**src/rtl/fc_layer_seq.sv**
```systemverilog
// fc_layer_seq: sequenced fully-connected layer, one MAC per cycle over a shared memory port.
// Optional build macro FC_RELU_EN: clamp negative results to zero before writing them.
//
// Ports:
//   clk, rst_n (sync, active low), start
//   busy, done
//   mem_rd_en, mem_rd_addr, mem_rd_data (1-cycle read latency)
//   mem_wr_en, mem_wr_addr, mem_wr_data
module fc_layer_seq #(
  parameter int N_IN     = 120,
  parameter int N_OUT    = 84,
  parameter int DATA_W   = 16,
  parameter int FRAC_W   = 8,
  parameter int ADDR_W   = 14,
  parameter int IN_BASE  = 0,
  parameter int W_BASE   = 120,
  parameter int B_BASE   = 10200,
  parameter int OUT_BASE = 10284
) (
  input  logic              clk,
  input  logic              rst_n,
  input  logic              start,
  output logic              busy,
  output logic              done,
  output logic              mem_rd_en,
  output logic [ADDR_W-1:0] mem_rd_addr,
  input  logic [DATA_W-1:0] mem_rd_data,
  output logic              mem_wr_en,
  output logic [ADDR_W-1:0] mem_wr_addr,
  output logic [DATA_W-1:0] mem_wr_data
);

  localparam int ACC_W = 2*DATA_W + $clog2(N_IN) + 2;
  localparam int PW    = 2*DATA_W;
  localparam int CW    = $clog2(N_IN + 1);
  localparam int OW    = (N_OUT > 1) ? $clog2(N_OUT) : 1;

  localparam logic signed [ACC_W-1:0] SMAX =
    {{(ACC_W-DATA_W+1){1'b0}}, {(DATA_W-1){1'b1}}};
  localparam logic signed [ACC_W-1:0] SMIN = ~SMAX;

  typedef enum logic [2:0] {
    S_IDLE,
    S_LOAD,
    S_BIAS,
    S_MAC,
    S_DRAIN,
    S_WRITE,
    S_DONE
  } state_t;

  state_t state, state_n;

  logic [CW-1:0]     cnt, cnt_n;
  logic [OW-1:0]     out_cnt, out_cnt_n;
  logic [ADDR_W-1:0] w_ptr, w_ptr_n;
  logic signed [ACC_W-1:0] acc, acc_n;

  logic [ADDR_W-1:0] rd_addr_q, rd_addr_c;
  logic [ADDR_W-1:0] wr_addr_q, wr_addr_c;
  logic [DATA_W-1:0] wr_data_q, wr_data_c;

  logic signed [DATA_W-1:0] x_buf [N_IN];
  logic x_load, x_rot;

  logic signed [PW-1:0]     prod;
  logic signed [ACC_W-1:0]  prod_ext;
  logic signed [ACC_W-1:0]  bias_ext;
  logic signed [ACC_W-1:0]  shifted;
  logic        [DATA_W-1:0] sat_v;
  logic        [DATA_W-1:0] res;

  // x_buf[0] always holds the operand for the current weight.
  // Loading shifts inputs in at the top; MAC rotates the buffer
  // so it is back in order after each output node.
  assign prod = PW'($signed(mem_rd_data)) * PW'(x_buf[0]);
  assign prod_ext = ACC_W'(prod);
  assign bias_ext = ACC_W'($signed(mem_rd_data)) <<< FRAC_W;
  assign shifted  = acc >>> FRAC_W;

  always_comb begin
    sat_v = shifted[DATA_W-1:0];
    if (shifted > SMAX) begin
      sat_v = SMAX[DATA_W-1:0];
    end else if (shifted < SMIN) begin
      sat_v = SMIN[DATA_W-1:0];
    end
`ifdef FC_RELU_EN
    res = sat_v[DATA_W-1] ? '0 : sat_v;
`else
    res = sat_v;
`endif
  end

  assign x_load = (state == S_LOAD) && (cnt != '0);
  assign x_rot  = ((state == S_MAC) && (cnt != '0)) ||
                  (state == S_DRAIN);

  always_ff @(posedge clk) begin
    if (x_load || x_rot) begin
      for (int i = 0; i < N_IN-1; i++) begin
        x_buf[i] <= x_buf[i+1];
      end
      x_buf[N_IN-1] <= x_load ? $signed(mem_rd_data) : x_buf[0];
    end
  end

  always_ff @(posedge clk) begin
    if (!rst_n) begin
      state     <= S_IDLE;
      cnt       <= '0;
      out_cnt   <= '0;
      w_ptr     <= '0;
      acc       <= '0;
      rd_addr_q <= '0;
      wr_addr_q <= '0;
      wr_data_q <= '0;
    end else begin
      state   <= state_n;
      cnt     <= cnt_n;
      out_cnt <= out_cnt_n;
      w_ptr   <= w_ptr_n;
      acc     <= acc_n;
      if (mem_rd_en) begin
        rd_addr_q <= rd_addr_c;
      end
      if (mem_wr_en) begin
        wr_addr_q <= wr_addr_c;
        wr_data_q <= wr_data_c;
      end
    end
  end

  always_comb begin
    state_n   = state;
    cnt_n     = cnt;
    out_cnt_n = out_cnt;
    w_ptr_n   = w_ptr;
    acc_n     = acc;
    mem_rd_en = 1'b0;
    mem_wr_en = 1'b0;
    rd_addr_c = rd_addr_q;
    wr_addr_c = wr_addr_q;
    wr_data_c = wr_data_q;
    unique case (state)
      S_IDLE: begin
        if (start) begin
          state_n   = S_LOAD;
          cnt_n     = '0;
          out_cnt_n = '0;
          w_ptr_n   = ADDR_W'(W_BASE);
        end
      end
      S_LOAD: begin
        if (cnt != CW'(N_IN)) begin
          mem_rd_en = 1'b1;
          rd_addr_c = ADDR_W'(IN_BASE) + ADDR_W'(cnt);
          cnt_n     = cnt + 1'b1;
        end else begin
          state_n = S_BIAS;
        end
      end
      S_BIAS: begin
        mem_rd_en = 1'b1;
        rd_addr_c = ADDR_W'(B_BASE) + ADDR_W'(out_cnt);
        cnt_n     = '0;
        state_n   = S_MAC;
      end
      S_MAC: begin
        mem_rd_en = 1'b1;
        rd_addr_c = w_ptr;
        w_ptr_n   = w_ptr + 1'b1;
        // First MAC cycle sees the bias word on the read bus.
        if (cnt == '0) begin
          acc_n = bias_ext;
        end else begin
          acc_n = acc + prod_ext;
        end
        if (cnt == CW'(N_IN-1)) begin
          state_n = S_DRAIN;
        end else begin
          cnt_n = cnt + 1'b1;
        end
      end
      S_DRAIN: begin
        acc_n   = acc + prod_ext;
        state_n = S_WRITE;
      end
      S_WRITE: begin
        mem_wr_en = 1'b1;
        wr_addr_c = ADDR_W'(OUT_BASE) + ADDR_W'(out_cnt);
        wr_data_c = res;
        if (out_cnt == OW'(N_OUT-1)) begin
          state_n = S_DONE;
        end else begin
          out_cnt_n = out_cnt + 1'b1;
          state_n   = S_BIAS;
        end
      end
      S_DONE: begin
        state_n = S_IDLE;
      end
      default: begin
        state_n = S_IDLE;
      end
    endcase
  end

  assign busy        = (state != S_IDLE);
  assign done        = (state == S_DONE);
  assign mem_rd_addr = rd_addr_c;
  assign mem_wr_addr = wr_addr_c;
  assign mem_wr_data = wr_data_c;

endmodule
```
**config.mk**
```make
export PLATFORM = sky130hd
export DESIGN_NAME = fc_layer_seq
export DESIGN_NICKNAME = d
export VERILOG_FILES = /design/src/rtl/fc_layer_seq.sv
export SDC_FILE = /design/constraint.sdc
export NUM_CORES = 2
export LEC_CHECK = 0
export ABC_AREA = 1
export CAP_MARGIN = 20
export CORE_ASPECT_RATIO = 0.6
export CORE_MARGIN = 4
export CORE_UTILIZATION = 62
export DETAILED_ROUTE_END_ITERATION = 8
export GPL_ROUTABILITY_DRIVEN = 0
export HOLD_SLACK_MARGIN = 0.05
export PLACE_DENSITY = 0.77
export REMOVE_ABC_BUFFERS = 1
export SYNTH_ARGS = -nofsm -noshare
export SYNTH_HDL_FRONTEND = slang
export SYNTH_SLANG_ARGS = --single-unit
export TNS_END_PERCENT = 30
```
**constraint.sdc**
```tcl
create_clock -name clk -period 59.9 [get_ports clk]
set_input_delay 11.98 -clock clk [delete_from_list [all_inputs] [get_ports clk]]
set_output_delay 11.98 -clock clk [all_outputs]
set_load 0.03 [all_outputs]
```
==> impl_metrics.yaml <==
cts:
  clockBufferDepth: 3
  cts_buffers: 166
  htreeDepth: 4
  numClockSinks: 2036
  cts_setup_buffers: 0
  clk_pin_slew_worst_paths_ns: 0.07
  clock_latency_ns: 0.80
  ctsRootBufferMaster: "clkbuf_16"
  post_cts_resized: 0
  cts_hold_buf: 0
  cts_tree: "built"
place:
  port_buffers: 66
  place_hpwl_mm: 76.1
grt:
  track_usage_pct: 20.8
  antenna_found_initial: 5
  grtUsageMet1_pct: 34.1
  grt_pass1_wl_mm: 205
  use_met3_pct: 4.92
  grt_start_max_net_pins: 208
  met2_usage_pct: 28.2
  grt_pass1_vias: 34900
  busiest_layer: "met1"
  global_route.overflow_total: 0
synth:
  async_reset_ff_share_pct: 0
  synth_top_area_share_pct: 75.0
  synthAdderAreaFrac_pct: 10.8
  synth_commonest_cells: "1,920 x edfxtp_1, 739 x inv_1, 705 x nand2_1"
  synth-seq-area-share_pct: 78.0
  yosysWarnings: 0
  netlist-cell-type-count: 46
  synth_top_area_cell: "edfxtp_1"
  synth_top_family_by_area: "adder cells"
  synth_area_leaders: "edfxtp_1 75%, fa_1 8.7%, inv_1 3.6%, nand2_1 3.4%, dfxtp_1 3.0%"
  netlist_area_um2: 76900
  synthCells: 4595
  synth-seq-cells: 2036
  muxShareOfSynthArea_pct: 0.0146
  syn_avg_cell_area_um2: 16.7
  synth_compound_area_share_pct: 1.76
  synth-edff-count: 1920
  synth_xor_area_share_pct: 0.228
  yosysMostFrequentCell: "edfxtp_1"
  synth_top_flop_cell: "edfxtp_1"
  synth-simple-area-share_pct: 5.08
layout:
  finalNetCount: 5243
  nFillCells: 7625
  area_growth_pct: 10.5
  drive_above_1_share_pct: 5.93
job:
  cap_violations: 0
sta:
  worst_pin_slew_ns: 1.19
  tns_ns: 0
  drv_slew: 0
  slew_headroom_pct: 20.8
  finalSetupViolations: 0
  hold_violations: 0
  hold_ws_ns: 0.371
  finClkSkew_ns: 0.0616
  period_minus_slack_ns: 18.28
  rsz0062_at_grt: "false"
  fmax_mhz: 54.7
  fin_crit_sh_pct: 30.5
worst_setup_path:
  worst_setup_path_start_kind: "primary input"
  path_class: "primary input to flip-flop"
  required_ns: 60.59
  critPathCaptureType: "flip-flop"
  reg2reg_slack_ns: 52.29
  worst-path-max-fanout: 18
  crit_arrival_ns: 18.97
routing:
  routed_wl_mm: 132
  post-route-drc-count: 0
  drt-pass1-iter-count: 9
  ant_nets: 0
  wl_per_cell_um: 20.2
  vias_per_cell: 5.44
  vias: 35400
  drtIter0Drc: 4144
outcome:
  outcome: "finished, final reports clean"
floorplan:
  initial_core_util_pct: 62.8
  io_pins: 67
  die_y_um: 281
  fp.dieW_um: 463
  fp-row-count: 99
  core_area_um2: 122000
  die_area_um2: 130000
min_path:
  hp-class: "flip-flop to flip-flop"
-- per-stage QoR --
stage          cells  util [%]  setup WS [ns]  area (µm²)
4_1_cts         6508      69.4          41.82       85000
3_3_place_gp    6209      65.0          41.08       79500
5_1_grt         6510      69.4          41.37       85000
3_5_place_dp    6209      65.0          40.98       79500
6_report        6510      69.4          41.62       85000
2_1_floorplan   4498         -          14.60       76500
-- critical path, stage by stage --
cell	delay, ns
clkdlybuf4s50_1	0.97
nand2_1	0.24
fa_1	0.65
inv_1	0.06
fa_1	0.43
inv_1	0.33
fa_1	0.67
fa_1	0.80
inv_1	0.19
fa_1	0.51
inv_1	0.05
fa_1	0.47
inv_1	0.04
ha_1	0.35
nand2_1	0.15
nor2_1	0.22
nand2_1	0.13
nor2_1	0.16
nand3_1	0.12
nand3_1	0.11
nand2_1	0.06
nand3_1	0.08
nand2_1	0.05
a21oi_1	0.12
-- state kept, by name, indices dropped and copies added, names as in the netlist --
signal / count
x_buf: 1920
acc: 41
wr_data_q: 16
rd_addr_q: 14
w_ptr: 14
wr_addr_q: 14
cnt: 7
out_cnt: 7
state: 3
-- cell usage in the layout, fill, tap and decap left out, types with 3 or more instances in the layout --
cell                n
xor2_1             18
bufinv_16          15
nor3_1             20
nor2_2              4
a31oi_1             3
a221o_1             3
clkinv_16           7
o21ai_0            85
nand3_1            75
ha_1              128
o21bai_1            9
a211oi_1           14
clkdlybuf4s50_1    66
buf_4              25
nor4_1              4
nor2_1            139
or2_2               5
clkinv_4            3
nand4_1            16
clkinv_2           24
buf_12              4
clkbuf_16         170
clkinvlp_4          7
clkinv_1           31
edfxtp_1         1920
inv_2              13
clkbuf_1           37
inv_1             738
a21oi_1           121
dfxtp_1           116
nand2_1           704
fa_1              334
-- layer usage --
| metal | vias up | wire length [µm] |
|---|---|---|
| met5 | - | 18 |
| met4 | 2 | 2790 |
| met3 | 245 | 12000 |
| met2 | 1534 | 54500 |
| met1 | 17600 | 62500 |
| li1 | 16000 | - |
-- logic make-up (layout without fill, tap and decap cells) --
group,Yosys count,in the layout
adder cells (fa/ha/maj),462,462
other,0,1
XOR/XNOR,20,20
multiplexers,1,1
flip-flops,2036,2036
AO/OA/AOI/OAI,248,248
AND/OR/NAND/NOR,978,978
buffers and inverters,850,1148
-- worst paths after layout --
| path | start | endpoint | cells after the start |
|---|---|---|---|
| setup / recovery | mem_rd_data[15] | acc[40]$_SDFFE_PN0P_ | 24 |
| hold / removal | x_buf[1][546]$_DFFE_PP_ | x_buf[1][530]$_DFFE_PP_ | 0 |
| setup reg to reg | cnt[0]$_SDFFE_PN0P_ | x_buf[0][635]$_DFFE_PP_ | 14 |
| hold reg to reg | x_buf[1][546]$_DFFE_PP_ | x_buf[1][530]$_DFFE_PP_ | 0 |
-- final cells by class --
cell class | instances | area [µm²] | area share [%]
flip-flops and latches | 2036 | 60000 | 70.6
multi-input cells | 1709 | 13700 | 16.2
clock buffers | 209 | 4420 | 5.20
inverters | 753 | 2830 | 3.33
well taps | 1616 | 2020 | 2.38
clock inverters | 90 | 1030 | 1.22
repair buffers | 96 | 956 | 1.12
diodes | 1 | 2.50 | 0.00294
Power is left out: the tool's default activity adds up to more than one toggle a clock period on the data nets, which glitch-free logic cannot reach.
